**src/rtl/parking_gate_controller.sv**
```systemverilog
// Parking entry gate FSM plus a 15-slot occupancy map with an independent exit path.
// Optional macro PARKING_STATS_EN adds a saturating entry_total counter output.
module parking_gate_controller #(
  parameter int unsigned GATE_CYCLES = 8
) (
  input  logic        clk,
  input  logic        rst_n,
  input  logic        entry_req,
  input  logic        exit_req,
  input  logic [3:0]  exit_slot,
  output logic        entry_ack,
  output logic [3:0]  entry_slot,
  output logic        entry_full,
  output logic        exit_ack,
  output logic        exit_err,
  output logic        gate_open,
  output logic [14:0] occupancy,
  output logic [3:0]  free_count
`ifdef PARKING_STATS_EN
  ,
  output logic [15:0] entry_total
`endif
);

  localparam logic [1:0] IDLE       = 2'd0;
  localparam logic [1:0] OPEN       = 2'd1;
  localparam logic [1:0] WAIT_CLEAR = 2'd2;

  localparam logic [7:0] GATE_LOAD = 8'(GATE_CYCLES);

  logic [1:0]  state, state_next;
  logic [7:0]  gate_cnt, gate_cnt_next;
  logic        gate_open_next;
  logic [3:0]  free_idx;
  logic        has_free;
  logic        grant, reject;
  logic        rel_ok, rel_err;
  logic [14:0] sel_mask, set_mask, clr_mask;

  // Lowest-index free slot; the descending loop lets the smallest index win.
  always_comb begin
    free_idx = '0;
    has_free = 1'b0;
    for (int i = 14; i >= 0; i--) begin
      if (!occupancy[i]) begin
        free_idx = 4'(i);
        has_free = 1'b1;
      end
    end
  end

  // Index 15 shifts out of the 15-bit mask, so it can never match an occupied bit.
  always_comb begin
    sel_mask = 15'd1 << exit_slot;
    rel_ok   = exit_req && |(occupancy & sel_mask);
    rel_err  = exit_req && !rel_ok;
    clr_mask = rel_ok ? sel_mask : '0;
  end

  // NOTE: every output of this block gets a default first, so no path leaves a latch.
  always_comb begin
    state_next     = state;
    gate_cnt_next  = gate_cnt;
    gate_open_next = gate_open;
    grant          = 1'b0;
    reject         = 1'b0;
    case (state)
      IDLE: begin
        if (entry_req) begin
          if (has_free) begin
            grant          = 1'b1;
            gate_cnt_next  = GATE_LOAD;
            gate_open_next = 1'b1;
            state_next     = OPEN;
          end else begin
            reject     = 1'b1;
            state_next = WAIT_CLEAR;
          end
        end
      end
      OPEN: begin
        if (gate_cnt <= 8'd1) begin
          gate_cnt_next  = '0;
          gate_open_next = 1'b0;
          state_next     = WAIT_CLEAR;
        end else begin
          gate_cnt_next = gate_cnt - 8'd1;
        end
      end
      WAIT_CLEAR: begin
        if (!entry_req) state_next = IDLE;
      end
      default: begin
        state_next     = IDLE;
        gate_cnt_next  = '0;
        gate_open_next = 1'b0;
      end
    endcase
    set_mask = grant ? (15'd1 << free_idx) : '0;
  end

  // NOTE: sequential state uses non-blocking assignments so every register sees pre-edge values.
  always_ff @(posedge clk or negedge rst_n) begin
    if (!rst_n) begin
      state      <= IDLE;
      gate_cnt   <= '0;
      gate_open  <= 1'b0;
      occupancy  <= '0;
      free_count <= 4'd15;
      entry_slot <= '0;
      entry_ack  <= 1'b0;
      entry_full <= 1'b0;
      exit_ack   <= 1'b0;
      exit_err   <= 1'b0;
    end else begin
      state      <= state_next;
      gate_cnt   <= gate_cnt_next;
      gate_open  <= gate_open_next;
      // Grant and release never target the same bit: a grant only picks a zero bit.
      occupancy  <= (occupancy | set_mask) & ~clr_mask;
      free_count <= free_count - {3'b000, grant} + {3'b000, rel_ok};
      if (grant) entry_slot <= free_idx;
      entry_ack  <= grant;
      entry_full <= reject;
      exit_ack   <= rel_ok;
      exit_err   <= rel_err;
    end
  end

`ifdef PARKING_STATS_EN
  always_ff @(posedge clk or negedge rst_n) begin
    if (!rst_n) begin
      entry_total <= '0;
    end else if (grant && (entry_total != 16'hFFFF)) begin
      entry_total <= entry_total + 16'd1;
    end
  end
`endif

endmodule

```
**config.mk**
```make
export PLATFORM = sky130hd
export DESIGN_NAME = parking_gate_controller
export DESIGN_NICKNAME = d
export VERILOG_FILES = /design/src/rtl/parking_gate_controller.sv
export SDC_FILE = /design/constraint.sdc
export NUM_CORES = 1
export LEC_CHECK = 0
export CAP_MARGIN = 5
export CORE_MARGIN = 5
export CORE_UTILIZATION = 57
export DETAILED_ROUTE_END_ITERATION = 16
export PLACE_DENSITY = 0.95
export SYNTH_ARGS = -nofsm -noshare
export SYNTH_HDL_FRONTEND = slang
export SYNTH_SLANG_ARGS = --single-unit
```
**constraint.sdc**
```tcl
create_clock -name clk -period 5.2 [get_ports clk]
set_input_delay 1.04 -clock clk [delete_from_list [all_inputs] [get_ports clk]]
set_output_delay 1.04 -clock clk [all_outputs]
set_load 0.02 [all_outputs]
```
==> results by group <==
Status
  • Run status: completed

Synth
  • Share of flip-flops with an asynchronous set or reset after synthesis: 1.000
  • Leading cell types by total area after synthesis: sky130_fd_sc_hd__dfrtp_1, sky130_fd_sc_hd__dfstp_2, sky130_fd_sc_hd__a31oi_1
  • Gate Count Post-Synth: 238
  • Number of library cell types mapped by synthesis: 63
  • Number of register bits inferred by synthesis: 38
  • Synth Net Count: 253
  • Top cell type's share of synthesized area: 0.3740
  • Post-synthesis instance area: 2275 um2
  • Post-synthesis area per instance: 9.557 um2
  • Number of synthesized flops with an enable pin: 0
  • Library cell with the largest summed area after synthesis: sky130_fd_sc_hd__dfrtp_1
  • Warning count from the yosys run: 0
  • Sequential cell area fraction in the yosys report: 0.4202
  • Commonest register cell after synthesis: sky130_fd_sc_hd__dfrtp_1

Critical path
  • Crit-path leading delay family: buffers and inverters
  • Setup CP Type: in -> reg
  • End of the worst register-to-register path: free_count[2]
  • Count of cells along the worst register-to-register path: 10
  • Launching point of the worst reg2reg path: occupancy[3]
  • Highest cell delay on the worst timing path: 0.84 ns
  • Data arrival, critical path: 4.22 ns
  • Slowest CP cell: sky130_fd_sc_hd__clkdlybuf4s50_1
  • Required time worst endpoint: 5.42 ns
  • Worst-path cell chain: clkdlybuf4s50_1 > nand3b_1 > o31ai_1 > a222oi_1 > and2_1 > a21bo_2 > ha_1 > inv_1 > ha_1 > inv_1 > fa_1 > xnor2_1
  • Nature of the critical path startpoint: primary input
  • Crit path buffers/inverters: 3
  • Top fanout value on the critical path: 18
  • Kind of end point of the critical path: register
  • Flop2flop setup slack: 2.22 ns

GRT
  • Number of antenna violations at the first check in global routing: 0
  • Congestion Overflow GR: 0
  • Maximum number of pins on one net before global-route repair: 39
  • Global-route wire length before repair: 9.494 mm
  • Combined global-route utilization of all metal layers: 0.2291
  • Vias in the first global route: 1984

Layout
  • Most used cells in the layout excluding fill and tap cells: sky130_fd_sc_hd__dfrtp_1, sky130_fd_sc_hd__clkdlybuf4s50_1, sky130_fd_sc_hd__nand2_1, sky130_fd_sc_hd__inv_1, sky130_fd_sc_hd__a31oi_1
  • Area taken by multi-input logic gates: 1217 um2
  • Number of fill cells: 288
  • Share of layout cells above drive strength 1: 0.09890
  • Sequential cell area: 955.9 um2
  • Layout Cells excl Fill: 323
  • Area delta synth->final: 20.79%
  • Number of nets in the layout: 287
  • N_diodes: 0

Route
  • Final Routed Wirelength: 5.692 mm
  • Wire length per cell after detailed routing: 17.62 um
  • Detail Route Antenna Nets: 0
  • Residual DRC count: 0
  • Drt first pass iters: 5
  • DRT iter0 DRCs: 291
  • DR vias: 2084
  • Mean number of vias per cell: 6.452

Placed design
  • Port Buffer Count: 35
  • Instance count after placement with tap cells included: 315
  • Placed wire-length estimate: 4.062 mm
  • Routability cong.: 0.9154

Timing
  • Aggregate negative setup slack: 0 ns
  • Max Clock Skew: 0.01288 ns
  • Final period utilization: 0.7696
  • Fmax achieved: 0.2499 GHz
  • Final min period: 4.002 ns
  • Number of hold violations in the final report: 0
  • Number of endpoints failing setup at the final stage: 0
  • Total count of max-transition violations in the final report: 0
  • Slew at the pin with the worst max-slew slack: 0.8277 ns
  • Setup repair after global routing missed its margin: false
  • Normalized max-slew margin: 0.4482

Power
  • Leakage power of the design: 1.143 nW
  • Worst vdd ir: 0.4152 mV
  • Ratio of total power to cell area: 626.0 nW/um2

Clock tree
  • Maximum number of buffers from clock root to sink: 2
  • Clock-pin transition on the worst setup and hold timing paths: 0.07 ns
  • Clock Sinks: 38
  • CTS tree: yes
  • Quantity of gates resized following cts: 0
  • Clock insertion delay at the later pin of the skew report: 0.30 ns
  • Clk Tree Root Cell: sky130_fd_sc_hd__clkbuf_8
  • Setup Fix Bufs, Post-CTS: 0
  • Hold Buf Count CTS: 0
  • Number of CTS-inserted buffers: 5
  • Depth of the CTS H-tree: 2

Job
  • Count of maximum capacitance violations: 0

Min path
  • Hold Crit Endpoint: entry_slot[1]
  • Critical hold path startpoint: entry_slot[1]
  • Hold Crit Depth: 2
  • Class of the tightest hold or removal check: reg -> reg

Floorplanning
  • Die X: 73.17 um
  • Initial Util: 0.5770
  • Area inside the core boundary: 3943 um2
  • Die boundary height: 73.17 um
  • Total I/O pin count: 36
  • Area enclosed by the die boundary: 5354 um2
  • Row count: 23
==> synthesized netlist by cell type (4+ instances only) <==
master                     number
sky130_fd_sc_hd__and3_1         4
sky130_fd_sc_hd__dfstp_2        4
sky130_fd_sc_hd__nor4_1         4
sky130_fd_sc_hd__o21ai_1        9
sky130_fd_sc_hd__nor2b_1        7
sky130_fd_sc_hd__nor3b_1        4
sky130_fd_sc_hd__ha_1           6
sky130_fd_sc_hd__inv_1         15
sky130_fd_sc_hd__a21oi_1        7
sky130_fd_sc_hd__o21ai_0        5
sky130_fd_sc_hd__nand2_1       21
sky130_fd_sc_hd__nor2_1        14
sky130_fd_sc_hd__nand3_1        5
sky130_fd_sc_hd__nor3_1         6
sky130_fd_sc_hd__o31ai_1        4
sky130_fd_sc_hd__nand2b_1       6
sky130_fd_sc_hd__a31oi_1       15
sky130_fd_sc_hd__dfrtp_1       34
==> report_power, final <==
part	internal (mW)	switching (mW)	leakage, nW
registers	0.423	0.148	0.460
clock network	0.134	0.110	0.0575
logic	0.388	0.517	0.625
total	0.945	0.775	1.14
==> layer usage <==
| layer | share of wire | track usage | routed length, um | vias to the layer above |
|---|---|---|---|---|
| met2 | 0.49 | 0.3585 | 2815 | 128 |
| met3 | 0.092 | 0.07300 | 526 | 15 |
| met5 | 0 | 0 | 0 | - |
| met1 | 0.39 | 0.2857 | 2241 | 994 |
| met4 | 0.019 | 0.1086 | 108 | 0 |
| li1 | - | - | - | 947 |
==> sequential cells by signal (all words and copies together), names as in the netlist <==
register,cells
gate_open,1
occupancy,15
entry_full,1
exit_ack,1
entry_slot,4
entry_ack,1
free_count,4
gate_cnt,8
exit_err,1
state,2
==> metrics by stage <==
stage / setup WS (ns) / total power [mW] / util / hold WS, ns / cell area, um2
after CTS: 1.248 / 1.712 / 0.6969 / 0.4794 / 2748
after floorplan: 1.893 / 1.156 / - / 0.4348 / 2275
final: 1.198 / 1.720 / 0.6969 / 0.4822 / 2748
after global placement: 1.045 / 1.429 / 0.6690 / 0.4627 / 2638
after detailed placement: 0.9596 / 1.467 / 0.6690 / 0.4696 / 2638
after global routing: 0.9383 / 1.839 / 0.6969 / 0.5078 / 2748
==> cell families (layout without fill, tap and decap cells) <==
| group | Yosys count | after routing | synth area share |
|---|---|---|---|
| simple gates | 97 | 97 | 0.2448 |
| compound gates | 68 | 68 | 0.2283 |
| xor+xnor | 3 | 3 | 0.01155 |
| buf+inv | 23 | 58 | 0.04455 |
| fa+ha+maj | 7 | 7 | 0.04180 |
| mux | 2 | 2 | 0.008801 |
| flops | 38 | 38 | 0.4202 |
==> final cells by class <==
| class | count | area share |
|---|---|---|
| Clock buffer | 8 | 0.04007 |
| Sequential cell | 38 | 0.3479 |
| Tap cell | 50 | 0.02277 |
| Inverter | 15 | 0.02049 |
| Multi-Input combinational cell | 177 | 0.4431 |
| Timing Repair Buffer | 35 | 0.1257 |
==> worst reg2reg max path, cell delays in order, from the launching register on <==
cell and delay (ns):
sky130_fd_sc_hd__dfrtp_1 0.53, sky130_fd_sc_hd__nand4_2 0.23, sky130_fd_sc_hd__or4_4 0.63, sky130_fd_sc_hd__nand2_1 0.25, sky130_fd_sc_hd__inv_1 0.16, sky130_fd_sc_hd__ha_1 0.31, sky130_fd_sc_hd__inv_1 0.05, sky130_fd_sc_hd__ha_1 0.15
sky130_fd_sc_hd__inv_1 0.05, sky130_fd_sc_hd__fa_1 0.37, sky130_fd_sc_hd__xnor2_1 0.17
==> how the worst max path moves through the flow <==
stage / start / end / slack (ns) / cells after the start
2_1_floorplan: exit_slot[2] / free_count[2] / 1.89 / 11
3_3_place_gp: exit_slot[2] / free_count[2] / 1.05 / 12
3_5_place_dp: exit_slot[2] / free_count[1] / 0.96 / 12
4_1_cts: exit_slot[2] / free_count[2] / 1.25 / 12
5_1_grt: exit_slot[2] / free_count[2] / 0.94 / 12
6_report: exit_slot[2] / free_count[2] / 1.20 / 12
Note: power is estimated with default switching activity, not from simulation.
==> variant: new RTL, same flow settings <==
Build with the macro `PARKING_STATS_EN` defined.
--- a/src/rtl/parking_gate_controller.sv
+++ b/src/rtl/parking_gate_controller.sv
@@ -1,5 +1,7 @@
 // Parking entry gate FSM plus a 15-slot occupancy map with an independent exit path.
 // Optional macro PARKING_STATS_EN adds a saturating entry_total counter output.
+`define PARKING_STATS_EN
+
 module parking_gate_controller #(
   parameter int unsigned GATE_CYCLES = 8
 ) (
Check against the original RTL (old outputs only; new: entry_total): equivalent (equiv_simple and equiv_induct, registers matched by name and starting in step).
==> variant against the unedited design <==
Sequential cell count is 16 higher; area after synthesis is 30% higher; routed wire length is 28% higher; power is 13% higher; count of clock-buffer cells in the layout stayed put; largest power group unchanged; final area is 32% higher; register-to-register slack better by 310 ps; worst setup slack better by 270 ps.
==> variant: results (changes against the unedited design) <==
- Outcome: finished clean
- WL met1: 3140 µm (+40%)
- Placed Instances: 412 (+31%)
- Synth Area per Inst: 9.92 µm² (+3.8%)
- GR Layer Usage met2: 36.7% (+0.82 points)
- Least-Margin Pin Slew: 1000 ps (+173 ps)
- Reg clk slew, reported paths: 90 ps (+20 ps)
- Vias in the first global route: 2,572 (+30%)
- Reg2Reg Depth: 11 (+1)
- Met2 Wirelength: 3400 µm (+21%)
- Synth Area in Adders: 3.63% (-0.55 points)
- Clock Skew: 8.11 ps (-4.77 ps)
- Global Route met1 Usage: 32.6% (+4.0 points)
- Sequential fraction of the synthesis area: 45.7% (+3.7 points)
- Leak Pwr: 1.55 nW (+36%)
- Dpl hpwl: 5140 µm (+27%)
- Met3 wire length: 594 µm (+13%)
- Synth Area in Compound Gates: 16.4% (-6.4 points)
- Dpl ws: 1160 ps (+204 ps)
- Port-buffer cells: 51 (+46%)
- XOR/XNOR Fraction of Synth Area: 5.61% (+4.5 points)
- Final Net Count: 365 (+27%)
- Vias/cell: 6.19 (-4.0%)
- Synth unique cells: 68 (+7.9%)
- Largest net degree at the start of global routing: 55 (+41%)
- Critical path's largest stage delay: 750 ps (-90 ps)
- DRT iter0 DRCs: 320 (+10%)
- Data arrival, critical path: 3960 ps (-260 ps)
- Mux cell area share after synthesis: 1.10% (+0.22 points)
- Worst IR Drop VDD: 0.380 mV (-8.5%)
- Dpl cell area: 3510 µm² (+33%)
- Top post-synthesis cells by area: dfrtp_1, a31oi_1, dfstp_2
- Share of layout cells above drive strength 1: 11.1% (+1.3 points)
==> variant: path summary, 6_finish.rpt <==
kind                               from             end  slack, ps
max in group asynchronous         rst_n  entry_total[2]       3930
min                         gate_cnt[7]     gate_cnt[7]        490
min in group asynchronous         rst_n     gate_cnt[2]        840
min reg2reg                 gate_cnt[7]     gate_cnt[7]        490
max reg2reg                occupancy[5]   free_count[2]       2530
max                        exit_slot[3]   free_count[2]       1470
==> variant: report_power, final <==
part	internal, mW	total, mW	switching, mW
combinational	0.427	0.936	0.509
sequential	0.558	0.735	0.176
clock	0.135	0.265	0.130
==> variant: final cells by class <==
type / instances / area, µm² / share of cell area, %
multi-input combinational: 220 / 1490 / 41.2
sequential: 54 / 1360 / 37.5
timing repair buffer: 52 / 513 / 14.2
clock buffer: 8 / 110 / 3.04
tap: 70 / 87.6 / 2.42
inverter: 16 / 62.6 / 1.73
